`src/rtl/spad_pulse_emulator.sv`:
```
// Synthetic SPAD avalanche source for closing the quench loop without a detector.
// Emits periodic or LFSR-driven pulses, follows quench/re-arm replies, and keeps
// saturating counts of emitted and self-terminated (missed) avalanches.
//
// state      | meaning
// -----------+-----------------------------------------------------------
// S_IDLE     | disabled, pulse low
// S_ARMED    | waiting for a trigger, interval counter running
// S_AVALANCHE| pulse high, waiting for quench or hold timeout
// S_QUENCHED | dead time after quench, waiting for reset to re-arm
module spad_pulse_emulator #(
  parameter int          PULSE_MAX = 16,
  parameter logic [31:0] LFSR_SEED = 32'hACE1_1234
) (
  input  logic        clk,
  input  logic        rst_n,
  input  logic        en,
  input  logic        mode,
  input  logic [15:0] period,
  input  logic [15:0] threshold,
  input  logic        quench,
  input  logic        reset,
  input  logic        clear_stats,
  output logic        pulse,
  output logic        armed,
  output logic [31:0] pulse_cnt,
  output logic [15:0] miss_cnt
);

  // An all-zero seed would lock the LFSR, so it is replaced by 1.
  localparam logic [31:0] SEED      = (LFSR_SEED == 32'h0) ? 32'h1 : LFSR_SEED;
  localparam logic [31:0] LFSR_TAPS = 32'h8020_0003;
  localparam int          HW        = (PULSE_MAX > 1) ? $clog2(PULSE_MAX) : 1;
  localparam logic [HW-1:0] HOLD_LAST = HW'(PULSE_MAX - 1);

  typedef enum logic [1:0] {
    S_IDLE,
    S_ARMED,
    S_AVALANCHE,
    S_QUENCHED
  } state_t;

  state_t        state, state_nxt;
  logic [15:0]   icnt, icnt_nxt;
  logic [HW-1:0] hcnt, hcnt_nxt;
  logic [31:0]   lfsr;
  logic [15:0]   period_m1;
  logic          fire;
  logic          emit;
  logic          miss;

  // Trigger decision for the current ARMED cycle; period 0 behaves as 1.
  always_comb begin
    period_m1 = (period == 16'd0) ? 16'd0 : (period - 16'd1);
    fire      = mode ? (lfsr[15:0] < threshold) : (icnt == period_m1);
  end

  // Next-state logic; en low overrides everything and returns to IDLE.
  always_comb begin
    state_nxt = state;
    icnt_nxt  = icnt;
    hcnt_nxt  = hcnt;
    emit      = 1'b0;
    miss      = 1'b0;
    if (!en) begin
      state_nxt = S_IDLE;
    end else begin
      case (state)
        S_IDLE: begin
          state_nxt = S_ARMED;
          icnt_nxt  = 16'd0;
        end
        S_ARMED: begin
          if (fire) begin
            state_nxt = S_AVALANCHE;
            hcnt_nxt  = '0;
            emit      = 1'b1;
          end else begin
            icnt_nxt = icnt + 16'd1;
          end
        end
        S_AVALANCHE: begin
          // Quench beats a coincident timeout, so such a pulse is not a miss.
          if (quench) begin
            state_nxt = S_QUENCHED;
          end else if (hcnt == HOLD_LAST) begin
            state_nxt = S_ARMED;
            icnt_nxt  = 16'd0;
            miss      = 1'b1;
          end else begin
            hcnt_nxt = hcnt + 1'b1;
          end
        end
        S_QUENCHED: begin
          if (reset) begin
            state_nxt = S_ARMED;
            icnt_nxt  = 16'd0;
          end
        end
        default: state_nxt = S_IDLE;
      endcase
    end
  end

  // State, timers and registered outputs.
  always_ff @(posedge clk or negedge rst_n) begin
    if (!rst_n) begin
      state <= S_IDLE;
      icnt  <= 16'd0;
      hcnt  <= '0;
      pulse <= 1'b0;
      armed <= 1'b0;
    end else begin
      state <= state_nxt;
      icnt  <= icnt_nxt;
      hcnt  <= hcnt_nxt;
      pulse <= (state_nxt == S_AVALANCHE);
      armed <= (state_nxt == S_ARMED);
    end
  end

  // Galois LFSR, advances only while enabled.
  always_ff @(posedge clk or negedge rst_n) begin
    if (!rst_n) begin
      lfsr <= SEED;
    end else if (en) begin
      lfsr <= {1'b0, lfsr[31:1]} ^ (lfsr[0] ? LFSR_TAPS : 32'h0);
    end
  end

  // Saturating emitted-pulse counter; clear wins over a coincident increment.
  always_ff @(posedge clk or negedge rst_n) begin
    if (!rst_n) begin
      pulse_cnt <= 32'd0;
    end else if (clear_stats) begin
      pulse_cnt <= 32'd0;
    end else if (emit && (pulse_cnt != 32'hFFFF_FFFF)) begin
      pulse_cnt <= pulse_cnt + 32'd1;
    end
  end

  // Saturating timeout counter; clear wins over a coincident increment.
  always_ff @(posedge clk or negedge rst_n) begin
    if (!rst_n) begin
      miss_cnt <= 16'd0;
    end else if (clear_stats) begin
      miss_cnt <= 16'd0;
    end else if (miss && (miss_cnt != 16'hFFFF)) begin
      miss_cnt <= miss_cnt + 16'd1;
    end
  end

endmodule

```
`config.mk`:
```
export PLATFORM = sky130hd
export DESIGN_NAME = spad_pulse_emulator
export DESIGN_NICKNAME = d
export VERILOG_FILES = /design/src/rtl/spad_pulse_emulator.sv
export SDC_FILE = /design/constraint.sdc
export NUM_CORES = 1
export LEC_CHECK = 0
export CAP_MARGIN = 20
export CORE_AREA = 4 4 120 122
export DETAILED_ROUTE_END_ITERATION = 12
export DIE_AREA = 0 0 124 126
export GPL_TIMING_DRIVEN = 0
export PLACE_DENSITY = 0.8
export SYNTH_ARGS = -nofsm -noshare
export SYNTH_HDL_FRONTEND = slang
export SYNTH_SLANG_ARGS = --single-unit
```
`constraint.sdc`:
```
create_clock -name clk -period 4.2 [get_ports clk]
set_input_delay 0.42 -clock clk [delete_from_list [all_inputs] [get_ports clk]]
set_output_delay 0.42 -clock clk [all_outputs]
set_load 0.03 [all_outputs]
```
==> After elaboration in Yosys (flattened, before gate mapping) <==
Index checks and enable logic that the tools add are counted.
{ "totals": {"register_bits": 104, "inputBits": 39, "out_inout_bits": 50, "word_cells": 68} }
{ "classes": {"magnitude_cmp": 1, "bitwise": 1, "muxes": 29, "reduce_logical": 9, "add_sub_neg": 5, "n_eq_ne": 15} }
{ "op_table": {"columns": ["operator", "n"], "rows": [
  ["two-way mux 16 bit", 7],
  ["two-way mux 32 bit", 3],
  ["one-hot mux 16 bit (4 select lines)", 1],
  ["adder 16 x 1 -> 16 bit, second input constant", 2],
  ["adder 32 x 1 -> 32 bit, second input constant", 1],
  ["!= test 32 bit, second input constant", 1],
  ["bitwise XOR 31 x 32 -> 32 bit", 1],
  ["equality test 16 bit", 1],
  ["zero test 16 bit", 1],
  ["< comparator 16 bit", 1],
  ["!= test 16 bit, second input constant", 1],
  ["subtractor 16 x 1 -> 16 bit, second input constant", 1],
  ["two-way mux 4 bit", 3],
  ["!= test 2 bit, second input constant", 6],
  ["two-way mux 2 bit", 5],
  ["AND reduction 5 bit", 2],
  ["two-way mux 1 bit", 8],
  ["one-hot mux 2 bit (4 select lines)", 1],
  ["one-hot mux 4 bit (2 select lines)", 1],
  ["equality test 2 bit, second input constant", 3],
  ["nonzero test 2 bit", 3],
  ["adder 4 x 1 -> 4 bit, second input constant", 1],
  ["equality test 2 x 1 -> 1 bit, second input constant", 2],
  ["equality test 4 bit, second input constant", 1],
  ["other kinds (2)", 3]
]} }

==> Logic depth before layout (Yosys ltp) <==
{ "logic_depth": {"depth_word": 10, "ltp_mapped": 15, "ltp_nobuf": 11} }

==> Worst setup path before layout <==
Ideal clock, no wire load.
{ "synth_path": {"path_kind": "input-to-reg", "from": "in period[0]", "to": "reg pulse_cnt[23]", "path_buffers": 3, "path_slack_ns": 0.664, "setup_ns": 0.125, "arrival_ns": 3.412, "required_ns": 4.075, "path_stages": 14, "cell_sequence": "clkbuf_1 inv_1 ha_1 nor2b_1 buf_2 nand4_1 a2111oi_2 o211ai_1 or4b_4 nor4_4 a21oi_2 buf_6 nor4b_1 mux2_2"} }
{ "synth_via": {"elab_chain_len": 9, "word_cells_on_any_way": 10, "classes_between": "add/sub: 1; eq/ne: 1; mux: 5; reduce/logical: 3"} }
{ "synth_rtl": {"columns": ["item", "line", "source"], "rows": [
  ["from (decl)", "19", "input logic [15:0] period,"],
  ["subtractor 16 x 1 -> 16 bit / zero test 16 bit (equally long branches)", "54", "period_m1 = (period == 16'd0) ? 16'd0 : (period - 16'd1);"],
  ["two-way mux 16 bit (*)", "54", null],
  ["equality test 16 bit (*)", "55", "fire = mode ? (lfsr[15:0] < threshold) : (icnt == period_m1);"],
  ["two-way mux 1 bit (*)", "55", null],
  ["two-way mux 1 bit (*)", "74", "if (fire) begin"],
  ["two-way mux 1 bit (*)", "68", "case (state)"],
  ["two-way mux 1 bit (*)", "65", "if (!en) begin"],
  ["logical AND 1 bit (*)", "137", "end else if (emit && (pulse_cnt != 32'hFFFF_FFFF)) begin"],
  ["nonzero test 2 bit (no source line) (*)", null, null],
  ["to (signal assigned)", "138", "pulse_cnt <= pulse_cnt + 32'd1;"],
  ["to (decl)", "26", "output logic [31:0] pulse_cnt,"]
]} }
Every way passes the cells marked *; elsewhere a longest branch is shown, timed or not.
A chain may end at the register's enable or synchronous reset.

==> Worst setup path in the final report <==
{ "layout_path": {"from": "in period[7]", "to": "reg pulse_cnt[18]"} }
The elaborated chain is that of the path after synthesis.

==> impl_metrics.csv <==
group,metric,value,unit
min_path,min_path_type,"in -> async",
clock_tree,worstSkewPairLatency,0.35,ns
global_routing,grt.overflow.total,0,
yosys,synth_nets,765,
sta,tightest_slew,0.9449,ns
die,io_pins,89,
cells_and_area,post-route-util,60.23,%
yosys,yosys_warnings,0,
cells_and_area,design_area,0.007944,mm^2
yosys,ys.flop_type,"dfrtp_1",
critical_path,rrSetupSlack,0.64,ns
cells_and_area,final_nets,863,
critical_path,r2r-start,"state[1]",
cells_and_area,finalNonFillerCells,985,
critical_path,r2r-end,"pulse_cnt[18]",
die,rows,42,
sta,setup_violations,0,
route,routed_wl,15.86,mm
die,die_h,126,um
die,initial_utilization,49.40,%
critical_path,worstSetupPathType,"in -> reg",
route,viasPerCell,5.787,
placement,hpwlAfterDp,11.33,mm
global_routing,use_met1,28.39,%
critical_path,crit_arrival,4.29,ns
placement,dp_slack,-0.4132,ns
sta,fin_crit,4.054,ns
global_routing,antenna_found_initial,0,
sta,worst_clock_skew,0.009630,ns
critical_path,critPathLaunchType,"input pin",
sta,layout_setup_ws,0.1462,ns
placement,gp_congestion,0.8630,
clock_tree,h-tree-depth,3,
yosys,syn_inst,706,
critical_path,required,4.44,ns
cells_and_area,mostFrequentLayoutCells,"dfrtp_1, clkdlybuf4s50_1, nor2_1",
sta,whs,0.03101,ns
clock_tree,cts_buffer_depth,2,
yosys,synth_cell_types,69,
die,coreArea,0.01319,mm^2
route,vias,5700,
clock_tree,cts_buffers,9,
sta,hold_viol,0,
critical_path,cp-end-kind,"flop",
placement,io_buffers,82,
clock_tree,cts_sinks,104,
critical_path,path_max_fanout,10,
job,maxCapViolCount,0,
power,p_per_area,365.3,mW/mm^2
cells_and_area,final_common_cell,"dfrtp_1",
power,leakagePower,0.003239,uW
sta,slew_headroom,36.18,%
route,drt-pass1-iter-count,5,
global_routing,grt-busiest-layer,"met2",
route,initialDrtViolationCount,415,
power,vdd_drop_max,0.2325,mV
yosys,synth_edf_count,0,
sta,period_share,96.52,%
yosys,syn_area,0.006516,mm^2
route,drc,0,
clock_tree,cts-root-buf,"clkbuf_16",
cells_and_area,n_antenna_cell,0,
die,die_w,124,um
global_routing,met2_usage,31.82,%
outcome,status,"finished, final reports clean",
route,avgRoutedWirePerCell,16.10,um
global_routing,grt_util_all_layers,20.36,%
cells_and_area,drive_above_1_share,13.72,%
placement,dp_cells,965,
sta,fmax,246.7,MHz
clock_tree,cts_tree,"built",
sta,slew_viol_final,0,
global_routing,grt_pass1_vias,5345,
placement,dpl-instance-area,0.007582,mm^2
cells_and_area,syn_to_final_growth,21.91,%
clock_tree,clk_pin_slew,0.07,ns
clock_tree,cts_hold_buf,0,
critical_path,ff2ff_path_depth,11,
sta,rsz0062_at_grt,"false",
yosys,ys_seq_area_share,40.19,%
die,die_area,0.01562,mm^2
yosys,post_synth.cell_area_avg,9.230,um^2
global_routing,grt_max_degree,68,
global_routing,grt_use_met3,4.350,%
route,antenna_left,0,
yosys,ys_seq_elements,104,
yosys,ys_async_sr_fraction,100.0,%
global_routing,grt_pass1_wl,25.95,mm
critical path, stage by stage:
cell and delay [ns]:
clkdlybuf4s50_1 0.56, nor4_2 0.52, nand4_1 0.36, a2111oi_4 0.41, o211ai_1 0.15, or4b_4 0.58
nor4_4 0.26, a21oi_4 0.16, buf_2 0.25, nor3_1 0.26, mux2_2 0.36
synthesized netlist by cell type (18+ instances only):
master | instances | share of area, %
dfrtp_1 | 91 | 35
nor2_1 | 72 | 4.1
nand2_1 | 55 | 3.2
mux2_2 | 47 | 8.1
a21oi_1 | 33 | 2.5
nand3_1 | 32 | 2.5
clkbuf_1 | 29 | 1.7
inv_1 | 28 | 1.6
nor2b_1 | 27 | 2.6
nand4_1 | 25 | 2.4
ha_1 | 20 | 3.8
o21ai_0 | 18 | 1.4
metrics by stage:
step	TNS, ns	total power [uW]
2_1_floorplan	0	1870
3_3_place_gp	-123.80	2065
3_5_place_dp	-13.80	2101
4_1_cts	0	2919
5_1_grt	0	3090
6_report	0	2902
registers in the layout, indices dropped and copies added (netlist names):
register,count
icnt,16
pulse_cnt,32
armed,1
state,2
pulse,1
lfsr,32
miss_cnt,16
hcnt,4
area by class of cell:
class / instances / area, um^2
sequential: 104 / 2619
clock inverter: 6 / 56.30
fill: 1118 / 5246
timing repair buffer: 87 / 878.3
buffer: 38 / 175.2
clock buffer: 10 / 229.0
tap: 176 / 220.2
multi-input combinational: 535 / 3657
inverter: 29 / 108.9
cells by family (layout without fill, tap and decap cells):
family | count (synthesis) | after routing | share of synthesized area, %
compound gates | 119 | 119 | 12.67
xor+xnor | 31 | 31 | 4.167
fa+ha+maj | 20 | 20 | 3.840
buf+inv | 67 | 170 | 4.282
flops | 104 | 104 | 40.19
mux | 55 | 55 | 9.351
simple gates | 310 | 310 | 25.50
worst max path at each step:
stage,from,end,slack [ns]
2_1_floorplan,period[0],pulse_cnt[23],0.66
3_3_place_gp,rst_n,pulse_cnt[13],-1.24
3_5_place_dp,period[1],pulse_cnt[28],-0.41
4_1_cts,period[1],pulse_cnt[23],0.02
5_1_grt,period[7],pulse_cnt[28],0.08
6_report,period[7],pulse_cnt[18],0.15
layer usage:
layer	vias to the layer above	wire, um
met5	-	0
met4	0	297
met3	28	963
met2	189	7507
met1	2730	7088
li1	2753	-
repair_timing:
action,4_1_cts,5_1_grt
gates cloned,0,0
setup endpoints to repair,6,44
pin swaps,0,2
buffers inserted,0,4
resized for setup,2,12
where the power goes:
group          internal (uW)  total, uW  leakage, uW  switching (uW)
sequential              1240       1370      0.00134             140
combinational            348        717      0.00176             369
clock                    412        810     0.000140             398
total                   2000       2900      0.00324             907
No activity file was read; power rests on OpenSTA's default activity.
